===== src/rtl/unit_tick_scheduler.sv =====
`default_nettype none
// ============================================================================
// Module   : unit_tick_scheduler
// Brief    : 16-slot unit table; per game tick advances live units, places one
//            pending spawn, then pulses game_scen for a coherent snapshot.
// Revision : 1.0
// ============================================================================
module unit_tick_scheduler #(
  parameter int unsigned TICK_FRAMES = 4,
  parameter logic [8:0]  SPEED       = 9'd2,
  parameter logic [8:0]  MAX_LOC     = 9'd400,
  parameter logic [9:0]  VBLANK_LINE = 10'd516
) (
  input  logic         clk,
  input  logic         rst,
  input  logic         run,
  input  logic [9:0]   vCount,
  input  logic         spawn_valid,
  input  logic [1:0]   spawn_type,
  output logic         spawn_ready,
  output logic         spawn_full,
  output logic         escape,
  output logic [7:0]   escape_count,
  output logic         game_scen,
  output logic [143:0] unit_loc_flat,
  output logic [31:0]  unit_type_flat
);

  localparam int                c_SLOTS      = 16;
  localparam int unsigned       c_CNT_W      = (TICK_FRAMES > 1) ? $clog2(TICK_FRAMES) : 1;
  localparam logic [c_CNT_W-1:0] c_LAST_FRAME = c_CNT_W'(TICK_FRAMES - 1);
  localparam logic [c_CNT_W-1:0] c_CNT_ONE    = c_CNT_W'(1);

  typedef enum logic [1:0] {
    S_IDLE    = 2'd0,
    S_ADVANCE = 2'd1,
    S_SPAWN   = 2'd2,
    S_COMMIT  = 2'd3
  } state_t;

  state_t               r_state;
  state_t               w_stateNext;
  logic [3:0]           r_idx;
  logic                 r_hitD;
  logic [c_CNT_W-1:0]   r_frameCnt;
  logic                 r_pending;
  logic [1:0]           r_pendType;
  logic [7:0]           r_escCount;
  logic [8:0]           r_loc  [c_SLOTS];
  logic [1:0]           r_type [c_SLOTS];

  logic                 w_hit;
  logic                 w_frameEdge;
  logic                 w_tick;
  logic                 w_accept;
  logic                 w_live;
  logic [9:0]           w_sum;
  logic                 w_escape;
  logic                 w_place;
  logic                 w_freeFound;
  logic [3:0]           w_freeIdx;

  assign w_hit       = (vCount == VBLANK_LINE);
  assign w_frameEdge = w_hit & ~r_hitD;
  assign w_tick      = w_frameEdge & run & (r_frameCnt == c_LAST_FRAME);
  assign w_accept    = spawn_valid & ~r_pending;

  assign w_live   = (r_type[r_idx] != 2'b00);
  assign w_sum    = {1'b0, r_loc[r_idx]} + {1'b0, SPEED};
  assign w_escape = (r_state == S_ADVANCE) && w_live && (w_sum > {1'b0, MAX_LOC});

  // Slots freed earlier in this same tick are already empty by SPAWN, so they qualify.
  always_comb begin
    w_freeFound = 1'b0;
    w_freeIdx   = 4'd0;
    for (int i = c_SLOTS - 1; i >= 0; i--) begin
      if (r_type[i] == 2'b00) begin
        w_freeFound = 1'b1;
        w_freeIdx   = 4'(i);
      end
    end
  end

  assign w_place = (r_state == S_SPAWN) && r_pending && (r_pendType != 2'b00) && w_freeFound;

  always_comb begin
    w_stateNext = r_state;
    case (r_state)
      S_IDLE:    if (w_tick) w_stateNext = S_ADVANCE;
      S_ADVANCE: if (r_idx == 4'd15) w_stateNext = S_SPAWN;
      S_SPAWN:   w_stateNext = S_COMMIT;
      S_COMMIT:  w_stateNext = S_IDLE;
      default:   w_stateNext = S_IDLE;
    endcase
  end

  always_ff @(posedge clk or negedge rst) begin
    if (!rst) begin
      r_state    <= S_IDLE;
      r_idx      <= 4'd0;
      r_hitD     <= 1'b0;
      r_frameCnt <= '0;
      r_pending  <= 1'b0;
      r_pendType <= 2'b00;
      r_escCount <= 8'd0;
    end else begin
      r_state <= w_stateNext;
      r_hitD  <= w_hit;
      if (r_state == S_IDLE)
        r_idx <= 4'd0;
      else if (r_state == S_ADVANCE)
        r_idx <= r_idx + 4'd1;
      if (w_frameEdge && run)
        r_frameCnt <= (r_frameCnt == c_LAST_FRAME) ? '0 : r_frameCnt + c_CNT_ONE;
      // Accept needs ~pending, so it can never collide with the SPAWN consume.
      if (w_accept) begin
        r_pending  <= 1'b1;
        r_pendType <= spawn_type;
      end else if (r_state == S_SPAWN) begin
        r_pending  <= 1'b0;
      end
      if (w_escape && (r_escCount != 8'hFF))
        r_escCount <= r_escCount + 8'd1;
    end
  end

  always_ff @(posedge clk or negedge rst) begin
    if (!rst) begin
      for (int i = 0; i < c_SLOTS; i++) begin
        r_loc[i]  <= 9'd0;
        r_type[i] <= 2'b00;
      end
    end else if ((r_state == S_ADVANCE) && w_live) begin
      if (w_escape) begin
        r_loc[r_idx]  <= 9'd0;
        r_type[r_idx] <= 2'b00;
      end else begin
        r_loc[r_idx]  <= w_sum[8:0];
      end
    end else if (w_place) begin
      r_loc[w_freeIdx]  <= 9'd0;
      r_type[w_freeIdx] <= r_pendType;
    end
  end

  assign spawn_ready  = ~r_pending;
  assign spawn_full   = (r_state == S_SPAWN) && r_pending && (r_pendType != 2'b00) && !w_freeFound;
  assign escape       = w_escape;
  assign escape_count = r_escCount;
  assign game_scen    = (r_state == S_COMMIT);

  generate
    for (genvar gi = 0; gi < c_SLOTS; gi++) begin : g_flat
      assign unit_loc_flat[9*gi +: 9]  = r_loc[gi];
      assign unit_type_flat[2*gi +: 2] = r_type[gi];
    end
  endgenerate

endmodule
`default_nettype wire

===== config.mk =====
export PLATFORM = sky130hd
export DESIGN_NAME = unit_tick_scheduler
export DESIGN_NICKNAME = d
export VERILOG_FILES = /design/src/rtl/unit_tick_scheduler.sv
export SDC_FILE = /design/constraint.sdc
export NUM_CORES = 1
export LEC_CHECK = 0
export CAP_MARGIN = 20
export CORE_MARGIN = 1.5
export CORE_UTILIZATION = 40
export DETAILED_ROUTE_END_ITERATION = 8
export GPL_ROUTABILITY_DRIVEN = 0
export HOLD_SLACK_MARGIN = 0.02
export SLEW_MARGIN = 20
export SYNTH_ARGS = -nofsm -noshare
export SYNTH_HDL_FRONTEND = slang
export SYNTH_SLANG_ARGS = --single-unit

===== constraint.sdc =====
create_clock -name clk -period 4.2 [get_ports clk]
set_input_delay 0.84 -clock clk [delete_from_list [all_inputs] [get_ports clk]]
set_output_delay 0.84 -clock clk [all_outputs]
set_load 0.02 [all_outputs]

==> results.cfg, run 1 <==
[global_route]
track_usage_pct = 27.4
gr-total-overflow = 0
grt_pass1_vias = 8450
grt_pass1_wl_um = 52900
antenna_found_initial = 0
grt_max_degree = 110

[synthesis]
synth_top_family_by_area = compound AO/OA/AOI/OAI gates
synth_cells = 904
netlist_area_mm2 = 0.00985
synth_top_cell_by_area = dfrtp_1
syn_avg_cell_area_um2 = 10.9
syn_nets = 931
yosysSeqAreaShare_pct = 49.8
synthDominantCellAreaShare_pct = 49.8
synth_edf_count = 0
synthMuxAreaShare_pct = 10.5
synthArstFlopShare_pct = 100
synth-simple-area-share_pct = 13.5
synth-seq-cells = 196
synthAdderAreaFrac_pct = 1.40
synth_flop_cell = dfrtp_1
synth_cell_types = 65
ys_warn_count = 0
synth_area_leaders = dfrtp_1 50%, mux4_2 9.4%, nand2_1 5.7%, a32o_1 4.8%, o21ai_0 4.5%
synth-xor-area-share_pct = 1.07
synth_compound_area_share_pct = 19.5

[sta]
max_freq_mhz = 242
hold_viol_final = 0
setup_violations = 0
slew_headroom_pct = 40.0
final.min_clock_period_ps = 4140
tightestPinTransition_ps = 899
rsz0062_at_grt = true
slew_viol_final = 0
fin_skew_ps = 15.5
period_share_pct = 98.5

[clocking]
hold_buffers = 0
cts_tree = built
numCtsBuffers = 17
clock_latency_ps = 450
cts_root_buf = clkbuf_16
cts.clk_slew.worst_paths_ps = 80
cts_max_path_buffers = 2
h-tree-depth = 4
cts_sinks = 196

[outcome]
outcome = completed

[floorplan]
fp.dieH_um = 160
num_io_pins = 204
start_util_pct = 40.6
die_w_um = 160
fp.coreArea_mm2 = 0.0242
row_count = 57
dieArea_mm2 = 0.0256

[setup_path]
critPathRequiredTime_ps = 3360
regToRegEndpoint = unit_loc_flat[59]
crit_path_frequent_cell = buf_6
worst-path-max-fanout = 7
r2r_start = r_idx[0]
max_stage_delay_ps = 520
startpoint = r_idx[0]
rr_worst_depth = 14
start_kind = register
r2r_setup_slack_ps = 340
path_class = reg -> out
crit_family = simple AND/OR/NAND/NOR gates
cp-endpoint = escape
crit_chain = buf_6, buf_12, mux4_2, a22oi_2, nand2_2, ha_4, nor3_4, nor2_2, o32ai_2, nand4_1, a31oi_4, nand2b_4, inv_4, buf_6
path_buf_inv = 4
critPathSlowestCell = mux4_2
worst-path-stages = 14
crit_arrival_ps = 3300
cp-end-kind = output pin

[detailed_routing]
wire_per_inst_um = 23.2
drtIter0Drc = 871
drc = 0
routed_via_density = 5.89
drt_pass1_iterations = 5
vias = 8736
routed_wl_um = 34500
postRouteAntennaNets = 0

[layout]
fillers = 2152
syn_to_final_growth_pct = 35.0
ff_latch_area_mm2 = 0.00491
fin_cells = 1483
utilization_pct = 54.8
final_cell_area_mm2 = 0.0133
multi_input_area_mm2 = 0.00461
final_layout_size_suffix_gt1_share_pct = 17.0
final_nets = 1173
diodes = 0

[pwr]
p_switching_w = 0.000925
combPwrFrac_pct = 3.1
peakVddDrop_v = 0.000257
powerDensity_mw_per_mm2 = 280
switching_share_pct = 24.8
leakage_nw = 5.41
seq_power_share_pct = 51.2
clkPwrFrac_pct = 45.7
intPower_w = 0.00280

[hold_path]
hp-class = reg -> reg
min-delay-start = r_frameCnt[1]

[placed_design]
portBuffers = 203
placed_area_mm2 = 0.0125
dp.cells = 1447
dp_hpwl_um = 25600

[run]
maxCapViolCount = 0
through the flow:
| stage | hold WS [ps] | setup TNS (ps) | power, W | setup WS, ps |
|---|---|---|---|---|
| global placement | 465 | -101 | 0.00206 | -101 |
| finish | 489 | 0 | 0.00372 | 61.5 |
| floorplan | 450 | 0 | 0.00198 | 283 |
| global route | 521 | -63.7 | 0.00383 | -63.7 |
| detailed placement | 479 | -139 | 0.00206 | -139 |
| CTS | 498 | 0 | 0.00373 | 2.65 |
registers in the layout, indices dropped and copies added (netlist names):
signal          cells
unit_type_flat     32
r_hitD              1
r_frameCnt          2
escape_count        8
r_state             2
r_pendType          2
r_pending           1
r_idx               4
unit_loc_flat     144
power groups by stage:
stage	clock (W)	sequential [W]	combinational, W
2_1_floorplan	0	0.00194	0.0000334
3_3_place_gp	0	0.00194	0.000113
3_5_place_dp	0	0.00194	0.000115
4_1_cts	0.00171	0.00191	0.000116
5_1_grt	0.00180	0.00191	0.000128
6_report	0.00170	0.00191	0.000115
synthesized netlist by cell type (all sizes together) (18+ instances only):
cell type,number
a21oi,29
nand2,150
o22ai,18
inv,33
nor2,48
mux4,41
clkbuf,20
a32o,47
dfrtp,196
and2,18
o21ai,92
a22o,31
buf,33
how the worst min path moves through the flow:
stage / endpoint / slack, ps / depth (start not counted)
finish: r_frameCnt[1] / 490 / 2
global route: escape_count[5] / 520 / 1
CTS: r_frameCnt[1] / 500 / 2
detailed placement: r_frameCnt[1] / 480 / 2
global placement: r_frameCnt[1] / 460 / 2
floorplan: r_frameCnt[1] / 450 / 2
what timing repair did:
item                       CTS  global route
buffers inserted             3             2
gates resized for setup      8            22
pin swaps                    4             9
setup endpoints to repair    1             1
cell usage in the layout (no fill, tap or decap), types with 6 or more instances in the layout:
cell and n:
nor2_1 46, dfrtp_1 195, a32o_1 47, a22o_1 31, o22ai_1 18, o21ai_0 89, and2_1 17, nor2b_1 7
clkbuf_16 17, nand2_1 147, a21oi_1 22, inv_1 31, inv_6 6, nand3_1 11, and3_1 9, buf_4 66
mux4_2 41, ha_1 10, xnor2_1 6, nor3_1 14, a21o_1 6, clkdlybuf4s50_1 201
routing by layer:
layer,vias up,GRT usage [%],share of wire (%)
li1,3817,-,-
met3,29,4.91,8.4
met1,4438,41.1,45
met4,0,6.80,1.4
met2,452,41.0,45
met5,-,0,0
final cells by class:
type / count / area share (%)
Sequential cell: 196 / 36.9
Multi-Input combinational cell: 622 / 34.6
Timing Repair Buffer: 276 / 19.8
Clock buffer: 17 / 3.20
Tap cell: 324 / 3.05
Clock inverter: 15 / 1.42
Inverter: 33 / 0.950
worst min-delay path, stage by stage (launching register included):
cell	delay (ps)
dfrtp_1	350
nand2_1	50
nand2_1	60
cell families after synthesis:
group	after synthesis
buf+inv	86
xor+xnor	12
compound gates	260
simple gates	288
mux	51
fa+ha+maj	11
flops	196
Note: power is estimated with default switching activity, not from simulation.
==> run 2: changes to the inputs <==
--- a/config.mk
+++ b/config.mk
@@ -8,6 +8,7 @@
 export CAP_MARGIN = 20
 export CORE_MARGIN = 1.5
 export CORE_UTILIZATION = 40
+export CTS_CLUSTER_SIZE = 10
 export DETAILED_ROUTE_END_ITERATION = 8
 export GPL_ROUTABILITY_DRIVEN = 0
 export HOLD_SLACK_MARGIN = 0.02
==> results of run 2 <==
Same layout as run 1: the final DEF is identical, and so are final timing and power.
